### src/rtl/layer_pkg.sv
// Shared types and fixed-point constants for the layer MAC scheduler.
// Includes the ReLU plus rescale applied to each neuron's final sum.
package layer_pkg;

  localparam int DW     = 32;
  localparam int FRAC   = 13;
  localparam int OUT_HI = 28;
  localparam int SW     = OUT_HI - FRAC + 1;

  typedef enum logic [1:0] {
    IDLE,
    BIAS,
    MAC,
    DRAIN
  } state_t;

  // Negative sums clamp to zero; positive sums are truncated, not saturated.
  function automatic logic [DW-1:0] relu_rescale(
    input logic [DW-1:0] sum
  );
    if (sum[DW-1])
      return '0;
    return {{(DW-SW){1'b0}}, sum[OUT_HI:FRAC]};
  endfunction

endpackage

### src/rtl/mac_unit.sv
// Shared multiply-accumulate datapath.
// The accumulator is either loaded with a bias or accumulates one product per cycle.
module mac_unit
  import layer_pkg::*;
(
  input  logic          clk,
  input  logic          reset,
  input  logic          load,
  input  logic          acc_en,
  input  logic [DW-1:0] bias,
  input  logic [DW-1:0] a,
  input  logic [DW-1:0] w,
  output logic [DW-1:0] sum
);

  logic signed [DW-1:0] prod;
  logic        [DW-1:0] acc;

  assign prod = $signed(a) * $signed(w);
  assign sum  = acc + prod;

  always_ff @(posedge clk) begin
    if (reset)
      acc <= '0;
    else if (load)
      acc <= bias;
    else if (acc_en)
      acc <= sum;
  end

endmodule

### src/rtl/layer_mac_scheduler.sv
// Time-multiplexed fully-connected layer: one MAC datapath walks every neuron,
// streaming one ReLU'd, rescaled result per neuron.
module layer_mac_scheduler
  import layer_pkg::*;
#(
  parameter int NUM_IN  = 15,
  parameter int NUM_OUT = 8,
  localparam int AW = $clog2(NUM_IN),
  localparam int WW = $clog2(NUM_IN*NUM_OUT),
  localparam int NW = $clog2(NUM_OUT)
) (
  input  logic          clk,
  input  logic          reset,
  input  logic          start,
  output logic          busy,
  output logic          done,
  output logic [AW-1:0] act_addr,
  input  logic [DW-1:0] act_data,
  output logic [WW-1:0] w_addr,
  input  logic [DW-1:0] w_data,
  output logic [NW-1:0] b_addr,
  input  logic [DW-1:0] b_data,
  output logic          out_valid,
  output logic [NW-1:0] out_idx,
  output logic [DW-1:0] out_data
);

  state_t        state;
  logic [NW-1:0] n;
  logic [AW-1:0] i;
  logic [DW-1:0] sum;
  logic          load;
  logic          acc_en;

  assign load   = (state == MAC) && (i == '0);
  assign acc_en = (state == MAC) && (i != '0);

  mac_unit u_mac (
    .clk    (clk),
    .reset  (reset),
    .load   (load),
    .acc_en (acc_en),
    .bias   (b_data),
    .a      (act_data),
    .w      (w_data),
    .sum    (sum)
  );

  always_ff @(posedge clk) begin
    if (reset) begin
      state     <= IDLE;
      n         <= '0;
      i         <= '0;
      busy      <= 1'b0;
      done      <= 1'b0;
      out_valid <= 1'b0;
      out_idx   <= '0;
      out_data  <= '0;
      act_addr  <= '0;
      w_addr    <= '0;
      b_addr    <= '0;
    end else begin
      out_valid <= 1'b0;
      done      <= 1'b0;
      case (state)
        IDLE: begin
          busy <= start;
          if (start) begin
            state  <= BIAS;
            n      <= '0;
            b_addr <= '0;
          end
        end
        BIAS: begin
          state    <= MAC;
          i        <= '0;
          act_addr <= '0;
          // Weight rows are contiguous, so only the first neuron rewinds.
          w_addr   <= (n == '0) ? '0 : w_addr + WW'(1);
        end
        MAC: begin
          if (i == AW'(NUM_IN-1)) begin
            state <= DRAIN;
          end else begin
            i        <= i + AW'(1);
            act_addr <= i + AW'(1);
            w_addr   <= w_addr + WW'(1);
          end
        end
        DRAIN: begin
          out_valid <= 1'b1;
          out_idx   <= n;
          out_data  <= relu_rescale(sum);
          if (n == NW'(NUM_OUT-1)) begin
            done  <= 1'b1;
            state <= IDLE;
          end else begin
            n      <= n + NW'(1);
            b_addr <= n + NW'(1);
            state  <= BIAS;
          end
        end
        default: state <= IDLE;
      endcase
    end
  end

endmodule

### config.mk
export PLATFORM = sky130hd
export DESIGN_NAME = layer_mac_scheduler
export DESIGN_NICKNAME = d
export VERILOG_FILES = /design/src/rtl/layer_pkg.sv /design/src/rtl/mac_unit.sv /design/src/rtl/layer_mac_scheduler.sv
export SDC_FILE = /design/constraint.sdc
export NUM_CORES = 1
export LEC_CHECK = 0
export ABC_AREA = 1
export ABC_CLOCK_PERIOD_IN_PS = 12020
export BUFFER_PORTS_ARGS = -buffer_cell sky130_fd_sc_hd__buf_2
export CAP_MARGIN = 20
export CORE_MARGIN = 5
export CORE_UTILIZATION = 30
export DETAILED_ROUTE_END_ITERATION = 10
export GPL_TIMING_DRIVEN = 0
export HOLD_SLACK_MARGIN = 0.06
export PLACE_DENSITY_LB_ADDON = 0.05
export SYNTH_ARGS = -nofsm -noshare
export SYNTH_HDL_FRONTEND = slang
export SYNTH_SLANG_ARGS = --single-unit
### constraint.sdc
create_clock -name clk -period 12.02 [get_ports clk]
set_input_delay 3.606 -clock clk [delete_from_list [all_inputs] [get_ports clk]]
set_output_delay 3.606 -clock clk [all_outputs]
set_load 0.02 [all_outputs]
==> results.sh <==
export IMPL_avgSynthCellArea_um2=7.43
export IMPL_cts_root_buf="clkbuf_16"
export IMPL_synth_simple_area_share_pct=18.0
export IMPL_hp_class="flop to flop"
export IMPL_gp_congestion=0.893
export IMPL_grt_first_pass_wirelength_um=122000
export IMPL_clock_skew_ps=14.1
export IMPL_ys_warn_count=0
export IMPL_regArea_um2=1400
export IMPL_drc=0
export IMPL_synthTopCellsByArea="fa_1, inv_1, nand2_1"
export IMPL_slowest_delay_ps=640
export IMPL_drt_iter0_markers=1156
export IMPL_fillers=7847
export IMPL_path_max_fanout=10
export IMPL_rr_worst_depth=23
export IMPL_synth_ff_type="dfxtp_1"
export IMPL_die_h_um=278
export IMPL_wl_per_cell_um=20.5
export IMPL_status="finished, final reports clean"
export IMPL_crit_required_ps=12280
export IMPL_area_delta_synth_final_pct=10.1
export IMPL_worst_path_most_repeated_cell="fa_1"
export IMPL_post_cts_resized=0
export IMPL_synth_compound_gate_area_share_pct=4.81
export IMPL_clk_pin_slew_ps=60
export IMPL_post_route_period_util_pct=96.2
export IMPL_synth_cells=2908
export IMPL_slew_violations=0
export IMPL_drive_gt1_share_pct=7.34
export IMPL_die_area_um2=77500
export IMPL_grt_antenna_before_repair=1
export IMPL_cts_buffer_depth=2
export IMPL_groute_usage_overall_pct=21.1
export IMPL_synth_top_cell_by_area="fa_1"
export IMPL_tightest_slew_ps=1190
export IMPL_cp_end_kind="flop"
export IMPL_ys_async_sr_fraction_pct=0
export IMPL_synth_top_family_by_area="adder cells"
export IMPL_port_buffers=106
export IMPL_netlist_area_um2=21600
export IMPL_finish_utilization_pct=33.3
export IMPL_crit_start="w_data[12]"
export IMPL_num_nets_final=3745
export IMPL_pin_count=151
export IMPL_clock_sinks=70
export IMPL_cp_slowest_cell="clkbuf_1"
export IMPL_synthDominantCellAreaShare_pct=40.6
export IMPL_ant_nets=0
export IMPL_synth_xor_area_share_pct=1.22
export IMPL_rsz0062_at_grt="false"
export IMPL_highest_layer="met4"
export IMPL_grt_pass1_vias=18800
export IMPL_synth_edf_count=0
export IMPL_dieWidth_um=278
export IMPL_hold_viol=0
export IMPL_muxShareOfSynthArea_pct=0
export IMPL_multi_input_area_um2=16100
export IMPL_clk_latency_ps=340
export IMPL_cts_tree="built"
export IMPL_wl_met1_um=38000
export IMPL_postCtsSetupBuffers=0
export IMPL_path_class="input port to flop"
export IMPL_synth_most_common_cell="inv_1"
export IMPL_critical_path_buf_inv_count=10
export IMPL_hpwlAfterDp_um=70000
export IMPL_via_per_inst=4.45
export IMPL_met2_length_um=36900
export IMPL_antenna_cells=0
export IMPL_post_route_min_period_ps=11570
export IMPL_synth_common_cells="inv_1, nand2_1, fa_1"
export IMPL_cts_made_buffers=9
export IMPL_cts_hold_buf=0
export IMPL_r2r_end="u_mac.acc[30]$_SDFFE_PP0P_"
export IMPL_h_tree_depth=3
export IMPL_hold_ws_ps=465
export IMPL_synth_cell_type_count=46
export IMPL_core_area_um2=71500
export IMPL_max_slew_margin_pct=20.9
export IMPL_startpoint_type="input port"
export IMPL_fmax_mhz=86.5
export IMPL_drt_total_wl_um=81900
export IMPL_vias=17800
export IMPL_std_cell_rows=98
export IMPL_path_depth=30
export IMPL_firstDrtPassIters=5
export IMPL_max_cap_violations=0
export IMPL_synth_seq_cells=70
export IMPL_r2r_setup_slack_ps=4870
export IMPL_setup_viol=0
export IMPL_r2r_start="u_mac.acc[21]$_SDFFE_PP0P_"
export IMPL_synth_fa_ha_area_share_pct=50.0
export IMPL_cp_top_family="adder cells"
export IMPL_grt_overflow_total=0
export IMPL_start_util_pct=30.2
export IMPL_grt_max_degree=14
export IMPL_cp_arrival_ps=11830
export IMPL_setup_worst_path_end="u_mac.acc[30]$_SDFFE_PP0P_"
export IMPL_met3_length_um=5230
export IMPL_yosysSeqAreaShare_pct=6.49
## placed cells by master, fill, tap and decap left out, drive strengths merged, types with 21 or more instances in the layout
cell type  synthesis  layout
o21ai             37      37
nand2            801     801
fa               438     438
dfxtp             70      70
a21oi             91      91
nor2              44      44
inv              922     923
ha               162     162
xnor2             21      21
o211ai            27      27
buf               54     167
clkbuf            96     105
nand3             81      81
## worst min path at each step
stage,from,end,cells past startpoint
floorplan,u_mac.acc[13]$_SDFFE_PP0P_,u_mac.acc[13]$_SDFFE_PP0P_,2
global placement,out_data[4]$_SDFFE_PP0P_,out_data[4]$_SDFFE_PP0P_,2
detailed placement,u_mac.acc[23]$_SDFFE_PP0P_,u_mac.acc[23]$_SDFFE_PP0P_,2
CTS,u_mac.acc[23]$_SDFFE_PP0P_,u_mac.acc[23]$_SDFFE_PP0P_,2
global route,u_mac.acc[24]$_SDFFE_PP0P_,u_mac.acc[24]$_SDFFE_PP0P_,2
finish,u_mac.acc[24]$_SDFFE_PP0P_,u_mac.acc[24]$_SDFFE_PP0P_,2
## final cells by class
type                            count  area share [%]
Tap cell                          950            5.00
Sequential cell                    70            5.89
Inverter                          926            14.6
Multi-Input combinational cell   1777            67.5
Clock buffer                       10           0.963
Timing Repair Buffer              113            2.67
Clock inverter                      6           0.300
Buffer                            149            3.08
## sequential cells by signal, summed over array words and instances, names as in the netlist
| signal | flops |
|---|---|
| w_addr | 7 |
| done | 1 |
| busy | 1 |
| out_data | 16 |
| u_mac.acc | 32 |
| n | 3 |
| state | 2 |
| out_idx | 3 |
| i | 4 |
| out_valid | 1 |
## per-layer routing
metal	global-route usage (%)	vias to the layer above
met5	0	-
met4	4.13	0
met3	4.08	69
met2	33.4	435
met1	30.4	8870
li1	-	8424
## cell families after synthesis
kind of cell,Yosys count
fa+ha+maj,600
other cells,1
buf+inv,1076
xor+xnor,30
flops,70
compound gates,176
simple gates,955
## worst register-to-register path, stage by stage, from the launching register on
cell and delay [ps]:
dfxtp_1 330, inv_1 100, fa_1 530, fa_1 630, fa_1 480, fa_1 550, inv_1 50, fa_1 480
fa_1 520, fa_1 560, inv_1 70, fa_1 480, inv_1 60, ha_1 400, nand2_1 160, nor4_1 510
nand3_1 140, nand3_1 170, nand2_1 70, o211ai_1 120, nor2_1 60, o21ai_0 340, nand3_1 110, a21oi_1 130
## metrics by stage
stage               instances  instance area, um^2  worst slack (ps)  setup TNS, ps
floorplan                2923                21700              2060              0
global placement         3979                23400              45.7              0
detailed placement       3984                23500             -42.3          -42.3
CTS                      4000                23800               298              0
global route             4001                23800               139              0
finish                   4001                23800               454              0
Power is left out: the tool's default activity adds up to more than one toggle a clock period on the data nets, which glitch-free logic cannot reach.
